File: src/rtl/gmii_rx_frame_decoder.sv
// gmii_rx_frame_decoder: strips preamble/SFD, checks and removes FCS, emits GMII payload as byte AXI-Stream
module gmii_rx_frame_decoder #(
  parameter int P_MIN_FRAME_LEN = 64,
  parameter int P_MAX_FRAME_LEN = 1518,
  parameter bit P_CHECK_CRC = 1'b1
) (
  input  logic       i_clock,
  input  logic       i_reset,
  input  logic       i_gmii_rx_dv,
  input  logic       i_gmii_rx_err,
  input  logic [7:0] i_gmii_rx_d,
  output logic [7:0] o_rx_tdata,
  output logic       o_rx_tvalid,
  output logic       o_rx_tlast,
  output logic       o_rx_tuser,
  output logic       o_stat_good,
  output logic       o_stat_bad,
  output logic       o_stat_dropped
);
  typedef enum logic [1:0] {IDLE, PREAMBLE, PAYLOAD, DROP} state_t;
  localparam logic [15:0] MIN_LEN = 16'(P_MIN_FRAME_LEN);
  localparam logic [15:0] MAX_LEN = 16'(P_MAX_FRAME_LEN);
  localparam logic [31:0] RESIDUE = 32'hDEBB20E3;
  state_t state_q, state_d;
  logic dv_prev_q;
  logic [39:0] sr_q, sr_d;
  logic [15:0] len_q, len_d;
  logic [31:0] crc_q, crc_d;
  logic err_q, err_d, frame_bad;
  logic [7:0] tdata_q, tdata_d;
  logic tvalid_q, tvalid_d, tlast_q, tlast_d, tuser_q, tuser_d;
  logic good_q, good_d, bad_q, bad_d, dropped_q, dropped_d;
  function automatic logic [31:0] crc_byte(input logic [31:0] c, input logic [7:0] b);
    logic [31:0] r;
    r = c ^ {24'd0, b};
    for (int i = 0; i < 8; i++) r = r[0] ? (r >> 1) ^ 32'hEDB88320 : r >> 1;
    return r;
  endfunction
  assign frame_bad = (P_CHECK_CRC && crc_q != RESIDUE) || err_q || len_q < MIN_LEN;
  always_comb begin
    state_d = state_q;
    sr_d = sr_q;
    len_d = len_q;
    crc_d = crc_q;
    err_d = err_q;
    tdata_d = '0;
    tvalid_d = 1'b0;
    tlast_d = 1'b0;
    tuser_d = 1'b0;
    good_d = 1'b0;
    bad_d = 1'b0;
    dropped_d = 1'b0;
    case (state_q)
      IDLE: begin
        len_d = '0;
        crc_d = '1;
        err_d = 1'b0;
        if (i_gmii_rx_dv && !dv_prev_q) begin
          state_d = i_gmii_rx_d == 8'h55 ? PREAMBLE : i_gmii_rx_d == 8'hD5 ? PAYLOAD : DROP;
          dropped_d = i_gmii_rx_d != 8'h55 && i_gmii_rx_d != 8'hD5;
        end
      end
      PREAMBLE: begin
        if (!i_gmii_rx_dv) begin
          state_d = IDLE;
          dropped_d = 1'b1;
        end else if (i_gmii_rx_d == 8'hD5) state_d = PAYLOAD;
        else if (i_gmii_rx_d != 8'h55) begin
          state_d = DROP;
          dropped_d = 1'b1;
        end
      end
      PAYLOAD: begin
        if (i_gmii_rx_dv) begin
          sr_d = {sr_q[31:0], i_gmii_rx_d};
          len_d = len_q == 16'hFFFF ? len_q : len_q + 16'd1;
          crc_d = crc_byte(crc_q, i_gmii_rx_d);
          err_d = err_q | i_gmii_rx_err;
          tvalid_d = len_q >= 16'd5;
          tdata_d = len_q >= 16'd5 ? sr_q[39:32] : '0;
          // this push makes the frame one byte too long: close it out as bad
          if (len_q == MAX_LEN) begin
            tlast_d = 1'b1;
            tuser_d = 1'b1;
            bad_d = 1'b1;
            state_d = DROP;
          end
        end else begin
          state_d = IDLE;
          if (len_q >= 16'd5) begin
            tvalid_d = 1'b1;
            tdata_d = sr_q[39:32];
            tlast_d = 1'b1;
            tuser_d = frame_bad;
            good_d = !frame_bad;
            bad_d = frame_bad;
          end else dropped_d = 1'b1;
        end
      end
      default: if (!i_gmii_rx_dv) state_d = IDLE;
    endcase
  end
  always_ff @(posedge i_clock) begin
    if (i_reset) begin
      state_q <= IDLE;
      dv_prev_q <= 1'b1;
      sr_q <= '0;
      len_q <= '0;
      crc_q <= '1;
      err_q <= 1'b0;
      tdata_q <= '0;
      tvalid_q <= 1'b0;
      tlast_q <= 1'b0;
      tuser_q <= 1'b0;
      good_q <= 1'b0;
      bad_q <= 1'b0;
      dropped_q <= 1'b0;
    end else begin
      state_q <= state_d;
      dv_prev_q <= i_gmii_rx_dv;
      sr_q <= sr_d;
      len_q <= len_d;
      crc_q <= crc_d;
      err_q <= err_d;
      tdata_q <= tdata_d;
      tvalid_q <= tvalid_d;
      tlast_q <= tlast_d;
      tuser_q <= tuser_d;
      good_q <= good_d;
      bad_q <= bad_d;
      dropped_q <= dropped_d;
    end
  end
  assign o_rx_tdata = tdata_q;
  assign o_rx_tvalid = tvalid_q;
  assign o_rx_tlast = tlast_q;
  assign o_rx_tuser = tuser_q;
  assign o_stat_good = good_q;
  assign o_stat_bad = bad_q;
  assign o_stat_dropped = dropped_q;
endmodule
File: config.mk
export PLATFORM = sky130hd
export DESIGN_NAME = gmii_rx_frame_decoder
export DESIGN_NICKNAME = d
export VERILOG_FILES = /design/src/rtl/gmii_rx_frame_decoder.sv
export SDC_FILE = /design/constraint.sdc
export NUM_CORES = 1
export LEC_CHECK = 0
export BUFFER_PORTS_ARGS = -buffer_cell sky130_fd_sc_hd__buf_2
export CORE_MARGIN = 3
export CORE_UTILIZATION = 40
export CTS_CLUSTER_SIZE = 40
export DETAILED_ROUTE_END_ITERATION = 8
export GPL_TIMING_DRIVEN = 1
export HOLD_SLACK_MARGIN = 0.02
export PLACE_DENSITY = 0.58
export SLEW_MARGIN = 20
export SYNTH_ARGS = -nofsm -noshare
export SYNTH_HDL_FRONTEND = slang
export SYNTH_SLANG_ARGS = --single-unit
File: constraint.sdc
create_clock -name i_clock -period 2.9 [get_ports i_clock]
set_input_delay 0.29 -clock i_clock [delete_from_list [all_inputs] [get_ports i_clock]]
set_output_delay 0.29 -clock i_clock [all_outputs]
set_load 0.02 [all_outputs]
==> summary.md, run 1 <==
| Metric | Value |
|---|---|
| Die H | 117 um |
| Total negative slack | 0 ns |
| Die area | 0.0136 mm^2 |
| Drt first pass iters | 5 |
| ANT cells | 0 |
| Routed WL | roughly 11 mm |
| Synth Warn # | 0 |
| Static leakage | about 1.8 nW |
| DRC violations left | 0 |
| Worst Setup End Kind | flop |
| Worst hold path type | in2reg |
| CP peak stage delay | roughly 0.49 ns |
| CP cell instances | inv_1, ha_1, nand2b_1, a2111oi_0, a21oi_1, o311ai_1, o31ai_1 |
| Max-cap violations | 0 |
| Worst Max-Slew Pin Slew | 0.625 ns |
| Clock root buffer | clkbuf_16 |
| Post-Syn Area | 0.00490 mm^2 |
| Req. time, crit path | 3.11 ns |
| Power density over cell area | between 500 and 600 mW/mm^2 |
| Maximum clock insertion buffer count | 2 |
| Worst Hold Slack | 0.222 ns |
| Worst clock skew | 0.00634 ns |
| Row cnt | 39 |
| Gr usage total | between 15 and 20% |
| Seq/Total Area, Yosys | 42.9% |
| Syn_nets | 562 |
| Top cells by area, synth | dfxtp_1 43%, xnor2_1 7.9%, nand2_1 7.6%, a21oi_1 7.0%, xnor2_4 5.1% |
| Top-count cell post-synth | dfxtp_1 |
| Final setup fails | 0 |
| Initial Util | 41.9% |
| Synthesized area per cell | about 9.0 um^2 |
| Post-synth top area share | 42.9% |
| Core area | 0.0117 mm^2 |
| Number of global-route vias before repair | approximately 3400 |
| Worst VDD drop | 0.273 mV |
| Fmax | 0.475 GHz |
| CTS tree | yes |
| Vias per inst | 5.19 |
| DR WL/cell | 15.0 um |
| Final period utilization | 72.5% |
| Grt ovf | 0 |
| Critical Path Source Type | flop |
| H-tree levels | 3 |
| Top_reg_cell synth | dfxtp_1 |
| Final Power | between 2 and 3 mW |
| DP Wirelength | 7.36 mm |
| Clk_lat worst skew | around 0.35 ns |
| Crit path kind | reg2reg |
| Clk slew on worst S/H paths | 0.07 ns |
| # IOs | 26 |
| Routability cong. | 0.841 |
| Share of layout cells above drive strength 1 | 13.0% |
| Nets | 573 |
| I/O Buffers | 25 |
| Worst path arrival time | 2.31 ns |
| Number of synthesized register bits | 105 |
| RSZ-0062 raised after global routing | false |
| Status | finished, final reports clean |
| Worst path slowest cell | a2111oi_0 |
| Worst slew margin | 58.3% |
| Synth unique cells | 55 |
| Largest net degree at the start of global routing | 57 |
| Setup Buffers After CTS | 0 |
| Antenna violations before repair | 0 |
| Hold Vio Cnt, Final | 0 |
| DRT iter0 DRCs | between 300 and 400 |
| Post-route ant nets | 0 |
| Post-synth top cells | 105 x dfxtp_1, 99 x nand2_1, 69 x a21oi_1 |
| Cts hold-fix bufs | 0 |
| Final count of pins violating max slew | 0 |
| Resize count post-CTS | 0 |
| Yosys top cell by area | dfxtp_1 |
| Post-synth EDFFs | 0 |
| Post-Syn Instances | 546 |
| Final core occ | between 40% and 50% |
| Area grow syn2layout | 10.5% |
| Crit path max fanout | 11 |
| Die X-Extent | 117 um |
| Via count | between 3000 and 4000 |
| Total CTS buffers | 9 |
| Async S/R FF share, synth | 0% |
| Global-route wire length before repair | 17.5 mm |
| Num Clock Sinks | 105 |
| Min cycle time layout | ~2.1 ns |
-- critical path: cells and delay by family, from the launching register on --
kind / cells / cell delay [ns]
flops: 1 / 0.44
simple gates: 1 / 0.13
fa+ha+maj: 1 / 0.20
compound gates: 4 / 1.09
buf+inv: 1 / 0.12
-- report_power, final --
group	switching [mW]	leakage (nW)	internal [mW]	total (mW)
Sequential	0.0106	0.848	1.45	1.46
Clock	0.503	0.148	0.709	1.21
Combinational	0.182	0.825	0.142	0.324
-- logic make-up (layout without fill, tap and decap cells) --
kind of cell / after synthesis / after routing / share of synthesized area, %
simple gates: 215 / 215 / 21.4
compound gates: 109 / 109 / 12.7
flops: 105 / 105 / 42.9
xor+xnor: 76 / 76 / 18.5
buf+inv: 34 / 49 / 2.83
fa+ha+maj: 4 / 4 / 1.02
mux: 3 / 3 / 0.689
-- final timing paths --
path,from,to,slack (ns),cells after the start
worst min-delay path,i_gmii_rx_dv,dv_prev_q,0.22,2
worst max-delay path,len_q[1],o_stat_bad,0.80,7
worst max register to register,len_q[1],o_stat_bad,0.80,7
worst min register to register,sr_q[39],sr_q[39],0.45,2
-- state kept, by name, indices dropped and copies added, names as in the netlist --
signal,flops
o_stat_dropped,1
o_stat_bad,1
o_rx_tvalid,1
err_q,1
state_q,2
o_rx_tdata,8
sr_q,40
len_q,16
o_stat_good,1
dv_prev_q,1
crc_q,32
o_rx_tlast,1
-- per-layer routing --
metal	vias to the layer above	wire length (um)	global-route usage, %
li1	1863	-	-
met1	1698	5220	23.4
met2	78	4690	24.6
met3	13	512	4.72
met4	0	113	4.28
met5	-	0	0
-- metrics by stage --
| step | area, um^2 | cells | setup WS, ns |
|---|---|---|---|
| 5_1_grt | 5420 | 704 | 0.499 |
| 3_3_place_gp | 5120 | 689 | 0.876 |
| 4_1_cts | 5410 | 704 | 0.773 |
| 6_report | 5420 | 704 | 0.797 |
| 3_5_place_dp | 5120 | 689 | 0.787 |
| 2_1_floorplan | 4900 | 546 | 1.07 |
-- area by class of cell --
cell class                 count  area, um^2
fill                        1154        6290
multi-input combinational    407        2670
sequential                   105        2100
clock buffer                  12         256
tap                          143         179
timing repair buffer          28         148
clock inverter                 3        40.0
inverter                       6        22.5
-- cell usage in the layout, fill, tap and decap left out, drive strengths merged, types with 10 or more instances in the layout --
cell,n
nand2,99
xor2,18
buf,28
a21oi,69
clkbuf,12
o22ai,11
nand2b,16
dfxtp,105
nor3,10
and2,10
nor2,31
xnor2,58
No activity file was read; power rests on OpenSTA's default activity.
==> run 2: changes to the inputs <==
- PLACE_DENSITY: 0.58 -> 0.6
- clock period: 2.9 -> 1.8 ns (I/O delays scaled with it)
==> run 2 against run 1 <==
Effect of this change: sequential power up 61%; non-clock buffer count increased by 26; setup slack got worse by 0.72 ns; global-route usage up 0.44 points; hold slack got worse by 0.13 ns; maximum frequency is 22% higher; clock-buffer cell count decreased by 2; wire length grew 5.2%; final cell count up 3.8%; critical path depth unchanged.
==> summary.md, run 2 (synthesis gave the netlist of run 1 again) <==
| Metric | Value |
|---|---|
| Status | finished, final reports clean |
| I/O Buffers | 25 (unchanged) |
| Final Power | 4.91 mW (+64%) |
| Worst path arrival time | 2.01 ns (-0.30 ns) |
| Nets | 599 (+4.5%) |
| Power density over cell area | 863 mW/mm^2 (+56%) |
| Worst path slowest cell | or4_1 |
| CP cell instances | buf_4, ha_1, nand2_1, nor3_2, a21o_4, or4_1, nand2_1 |
| # IOs | 26 (unchanged) |
| Worst clock skew | 0.00650 ns (+0.000158 ns) |
| Die area | 0.0136 mm^2 (unchanged) |
| Area grow syn2layout | 16.1% |
| Biggest regs | sr_q: 40 flops, crc_q: 32 flops, len_q: 16 flops |
| Critical Path Source Type | flop |
| Max-cap violations | 0 (unchanged) |
| H-tree levels | 3 (unchanged) |
| Critical R2R Capture | len_q[7] |
| CP endpoint | len_q[7] |
| Worst path bufs/invs | 1 (unchanged) |
| Reg-to-reg slack, setup | 0.08 ns (-0.72 ns) |
| Routability cong. | 0.866 (+2.9%) |
| DR WL/cell | 15.2 um (+1.3%) |
| Worst slew margin | 68.3% (+10 points) |
| Req. time, crit path | 2.09 ns (-1.02 ns) |
| Most used cell, CP | nand2_1 |
| Largest net degree at the start of global routing | 42 (-26%) |
| DRC violations left | 0 (unchanged) |
| Grt ovf | 0 (unchanged) |
| Crit path kind | reg2reg |
| Via count | 3768 (+3.2%) |
| Final setup fails | 0 (unchanged) |
| Worst Setup End Kind | flop |
| Post-route ant nets | 0 (unchanged) |
| Num Clock Sinks | 105 (unchanged) |
| Vias per inst | 5.15 (-0.63%) |
| Fill cell count | 1085 (-6.0%) |
| Total negative slack | 0 ns (unchanged) |
| DRT iter0 DRCs | 290 (-17%) |
| Static leakage | 1.97 nW (+8.4%) |
| CP peak stage delay | 0.47 ns (-0.02 ns) |
| Crit path max fanout | 14 (+3) |
| Global-route wire length before repair | 18.2 mm (+3.8%) |
| Number of cells on the critical path | 7 (unchanged) |
| CTS tree | yes |
| Commonest non-fill, non-tap cell in the layout | dfxtp_1 |
| Core area | 0.0117 mm^2 (unchanged) |
| Fmax | 0.581 GHz (+22%) |
| Row cnt | 39 (unchanged) |
| R2R Path Start | len_q[1] |
| Gr usage total | 16.9% (+0.44 points) |
| Clk_lat worst skew | 0.34 ns (about the same) |
| Total CTS buffers | 9 (unchanged) |
| Clk slew on worst S/H paths | 0.07 ns (about the same) |
| DP Wirelength | 7.94 mm (+7.9%) |
| Initial Util | 41.9% (unchanged) |
| Most flop-heavy register | sr_q |
| Routed WL | 11.1 mm (+5.2%) |
| Antenna violations before repair | 0 (unchanged) |
| Share of layout cells above drive strength 1 | 18.5% (+5.5 points) |
| Min cycle time layout | 1.72 ns (-0.381 ns) |
| CP Launch Point | len_q[1] |
| Worst VDD drop | 0.512 mV (+88%) |
| CP delay by family, top | simple AND/OR/NAND/NOR gates |
| Setup Buffers After CTS | 0 (unchanged) |
| Hold Vio Cnt, Final | 0 (unchanged) |
| Commonest cells after routing, fill and taps aside | 103 x dfxtp_1, 97 x nand2_1, 68 x a21oi_1 |
| Die H | 117 um (unchanged) |
| Clock root buffer | clkbuf_16 |
| Worst Max-Slew Pin Slew | 0.473 ns (-0.152 ns) |
| ANT cells | 0 (unchanged) |
| Final period utilization | 95.7% (+23 points) |
| Maximum clock insertion buffer count | 2 (unchanged) |
| Drt first pass iters | 4 (-1) |
| Final count of pins violating max slew | 0 (unchanged) |
| Worst r2r path cells | 7 (unchanged) |
| RSZ-0062 raised after global routing | false |
| Die X-Extent | 117 um (unchanged) |
| Largest register FFs | 40 (unchanged) |
| Worst hold path type | in2reg |
| Number of global-route vias before repair | 3572 (+5.6%) |
| Cts hold-fix bufs | 0 (unchanged) |
run 2: cell count changes in the layout (fill, tap and decap cells not counted), sizes merged:
cell,previous run,this run
buf,28,54
clkbuf,12,10
clkinvlp,0,1
inv,6,8
run 2: timing repair:
item / CTS / global route
setup endpoints to repair: 10 / 30
resized for setup: 3 / 8
pin swaps: 0 / 1
gates cloned: 0 / 0
run 2: worst min-delay path by stage:
stage	start	end	slack, ns	cells after the start
3_5_place_dp	i_gmii_rx_err	err_q	0.44	3
4_1_cts	i_gmii_rx_err	err_q	0.09	3
5_1_grt	i_gmii_rx_err	err_q	0.12	3
6_report	i_gmii_rx_err	err_q	0.09	3
3_3_place_gp	sr_q[39]	o_rx_tdata[7]	0.44	1
2_1_floorplan	i_gmii_rx_dv	dv_prev_q	0.29	1
run 2: layout make-up:
class                           instances  area [um^2]  share of cell area, %
Clock buffer                           10          239                   4.20
Inverter                                6         22.5                  0.396
Sequential cell                       105         2100                   37.0
Clock inverter                          6         65.1                   1.14
Tap cell                              143          179                   3.14
Timing Repair Buffer                   54          368                   6.46
Multi-Input combinational cell        407         2710                   47.7
run 2: per-stage QoR:
| stage | std cells | setup WS, ns | instance area (um^2) | util (%) | hold slack (ns) |
|---|---|---|---|---|---|
| 2_1_floorplan | 546 | 0.00363 | 4900 | - | 0.287 |
| 3_3_place_gp | 715 | 0.0460 | 5340 | 45.6 | 0.437 |
| 3_5_place_dp | 715 | 0.00771 | 5340 | 45.6 | 0.441 |
| 4_1_cts | 731 | 0.00901 | 5650 | 48.2 | 0.0862 |
| 5_1_grt | 731 | 0.00267 | 5690 | 48.6 | 0.118 |
| 6_report | 731 | 0.0782 | 5690 | 48.6 | 0.0882 |
run 2: metal layers:
metal  global-route usage [%]  part of all wire [%]  vias up
met2                     26.1                    45       65
met3                     3.47                   3.2       10
met5                        0                     0        -
met4                     5.05                   1.2        0
li1                         -                     -     1929
met1                     23.9                    50     1764
run 2: where the power goes:
group	internal, mW	leakage [nW]	switching, mW
registers	2.34	0.849	0.0168
clock network	1.12	0.149	0.877
logic	0.252	0.976	0.303
run 2: worst reg2reg max path: stages, from the launching register on:
cell and delay, ns:
dfxtp_1 0.32, buf_4 0.15, ha_1 0.19, nand2_1 0.12
nor3_2 0.08, a21o_4 0.26, or4_1 0.47, nand2_1 0.07
==> run 3: changes to the inputs <==
- PLACE_DENSITY: 0.6 -> 0.61
- REMOVE_ABC_BUFFERS: not set -> 1
==> run 3 against run 2 <==
Effect of this change: wire length hardly changed; setup slack worse by 0.054 ns; highest routed layer unchanged; largest power group unchanged; clock power is 9.5% higher; critical endpoint is now o_stat_good.
==> summary.md, run 3 (synthesis gave the netlist of run 1 again) <==
| Metric | Value |
|---|---|
| Clk_lat worst skew | 0.34 ns (about the same) |
| Uppermost layer routed | met4 |
| Worst hold path depth | 3 (unchanged) |
| Worst path arrival time | 2.01 ns (about the same) |
| Cts hold-fix bufs | 0 (unchanged) |
| R2R Path Start | len_q[0] |
| Routed wl met3 | 477 um (+34%) |
| Post-route insts no fill | 736 (+0.68%) |
| Hold path start | i_gmii_rx_err |
| # IOs | 26 (unchanged) |
| Worst Hold Slack | 0.0966 ns (+0.00834 ns) |
| Total CTS buffers | 9 (unchanged) |
| Worst Setup End Kind | flop |
| Final period utilization | 98.6% (+3.0 points) |
| Hold Vio Cnt, Final | 0 (unchanged) |
| Row cnt | 39 (unchanged) |
| Critical Path Source Type | flop |
| Worst hold path type | in2reg |
| Die area | 0.0136 mm^2 (unchanged) |
| Wl on met1 | 5.28 mm (-4.9%) |
| Worst clock skew | 0.00537 ns (-0.00112 ns) |
| Maximum clock insertion buffer count | 2 (unchanged) |
| Largest net degree at the start of global routing | 43 (+2.4%) |
| Crit path kind | reg2reg |
| Drt first pass iters | 5 (+1) |
| Via count | 3844 (+2.0%) |
| Grt ovf | 0 (unchanged) |
| DP Wirelength | 7.85 mm (-1.2%) |
| Worst slew margin | 59.8% (-8.6 points) |
| Die H | 117 um (unchanged) |
| Max-cap violations | 0 (unchanged) |
| Worst r2r path cells | 8 (+1) |
| Nets | 604 (+0.83%) |
| Status | finished, final reports clean |
| Antenna violations before repair | 0 (unchanged) |
| Fill cell count | 1111 (+2.4%) |
| Req. time, crit path | 2.04 ns (-0.05 ns) |
| Vias per inst | 5.22 (+1.3%) |
| Biggest regs | sr_q: 40 flops, crc_q: 32 flops, len_q: 16 flops |
| I/O Buffers | 25 (unchanged) |
| Final setup fails | 0 (unchanged) |
| Num Clock Sinks | 105 (unchanged) |
| Core area | 0.0117 mm^2 (unchanged) |
| Area grow syn2layout | 17.7% |
| ANT cells | 0 (unchanged) |
| Min cycle time layout | 1.78 ns (+0.0535 ns) |
| Global-route wire length before repair | 18.5 mm (+1.4%) |
| Area after DPL | 0.00538 mm^2 (+0.68%) |
| Most flop-heavy register | sr_q |
| Reg area | 0.00211 mm^2 (+0.24%) |
| Gr usage total | 17.2% (+0.30 points) |
| DR WL/cell | 15.1 um (-0.58%) |
| Number of global-route vias before repair | 3691 (+3.3%) |
| Share of layout cells above drive strength 1 | 19.6% (+1.0 points) |
| Routed WL | 11.1 mm (about the same) |
| Final count of pins violating max slew | 0 (unchanged) |
| Routability cong. | 0.870 (+0.57%) |
| Static leakage | 2.02 nW (+2.1%) |
| Clk slew on worst S/H paths | 0.07 ns (about the same) |
| Final Power | 5.11 mW (+4.0%) |
| Power density over cell area | 885 mW/mm^2 (+2.5%) |
| DRC violations left | 0 (unchanged) |
| Area of the multi-input gates | 0.00272 mm^2 (+0.18%) |
| H-tree levels | 3 (unchanged) |
| Worst Max-Slew Pin Slew | 0.602 ns (+0.129 ns) |
| Commonest non-fill, non-tap cell in the layout | dfxtp_1 |
| DRT iter0 DRCs | 305 (+5.2%) |
| Hold endpoint | err_q |
| Fmax | 0.563 GHz (-3.0%) |
| Critical R2R Capture | o_stat_good |
| Largest register FFs | 40 (unchanged) |
| Crit path max fanout | 10 (-4) |
| Die X-Extent | 117 um (unchanged) |
| Reg-to-reg slack, setup | 0.02 ns (-0.05 ns) |
| Initial Util | 41.9% (unchanged) |
| CTS tree | yes |
| Worst VDD drop | 0.515 mV (+0.58%) |
| Final core occ | 49.3% (+0.69 points) |
| Dpl cells | 720 (+0.70%) |
| Commonest cells after routing, fill and taps aside | 99 x dfxtp_1, 98 x nand2_1, 68 x a21oi_1 |
| Clock root buffer | clkbuf_16 |
| RSZ-0062 raised after global routing | true |
| Wire length on met2 | 5.13 mm (+1.7%) |
| Post-route cell area | 0.00577 mm^2 (+1.4%) |
| Post-route ant nets | 0 (unchanged) |
run 3: area by class of cell:
type                            instances  area share (%)
Multi-Input combinational cell        407            47.1
Sequential cell                       105            36.5
Timing Repair Buffer                   59            7.02
Clock buffer                           11            4.38
Tap cell                              143            3.10
Clock inverter                          5            1.47
Inverter                                6           0.390
run 3: how the worst max path moves through the flow:
stage	start	to	slack (ns)	cells after the start
3_5_place_dp	len_q[1]	o_rx_tdata[6]	-0.06	7
5_1_grt	len_q[0]	o_stat_good	-0.09	8
6_report	len_q[0]	o_stat_good	0.02	8
3_3_place_gp	len_q[1]	o_rx_tdata[3]	-0.001	7
2_1_floorplan	state_q[1]	len_q[13]	-0.65	5
4_1_cts	len_q[6]	o_stat_bad	0.006	5
run 3: repair_timing:
action,CTS,global route
gates resized for setup,5,10
endpoints found under the setup margin,10,45
pin swaps,0,1
setup buffers,0,0
run 3: layer usage:
| layer | GRT usage, % | up-vias |
|---|---|---|
| li1 | - | 1930 |
| met1 | 23.4 | 1813 |
| met2 | 26.7 | 86 |
| met3 | 4.04 | 15 |
| met4 | 6.27 | 0 |
| met5 | 0 | - |
run 3: worst max-delay path, cell delays in order, from the launching register on:
cell       delay [ns]
dfxtp_2          0.39
inv_1            0.09
ha_1             0.19
nand2b_1         0.11
a2111oi_4        0.09
a21oi_2          0.20
buf_4            0.20
nand2_1          0.07
nor4_1           0.33
run 3: report_power, final:
group          switching, mW  internal (mW)
Combinational          0.305          0.260
Clock                  0.880           1.31
Sequential            0.0173           2.34
Total                   1.20           3.90
run 3: stage by stage:
| stage | setup WS, ns | TNS (ns) |
|---|---|---|
| 2_1_floorplan | -0.647 | -27.69 |
| 3_3_place_gp | -0.000965 | -0.00282 |
| 3_5_place_dp | -0.0575 | -0.439 |
| 4_1_cts | 0.00624 | 0 |
| 5_1_grt | -0.0890 | -1.39 |
| 6_report | 0.0247 | 0 |
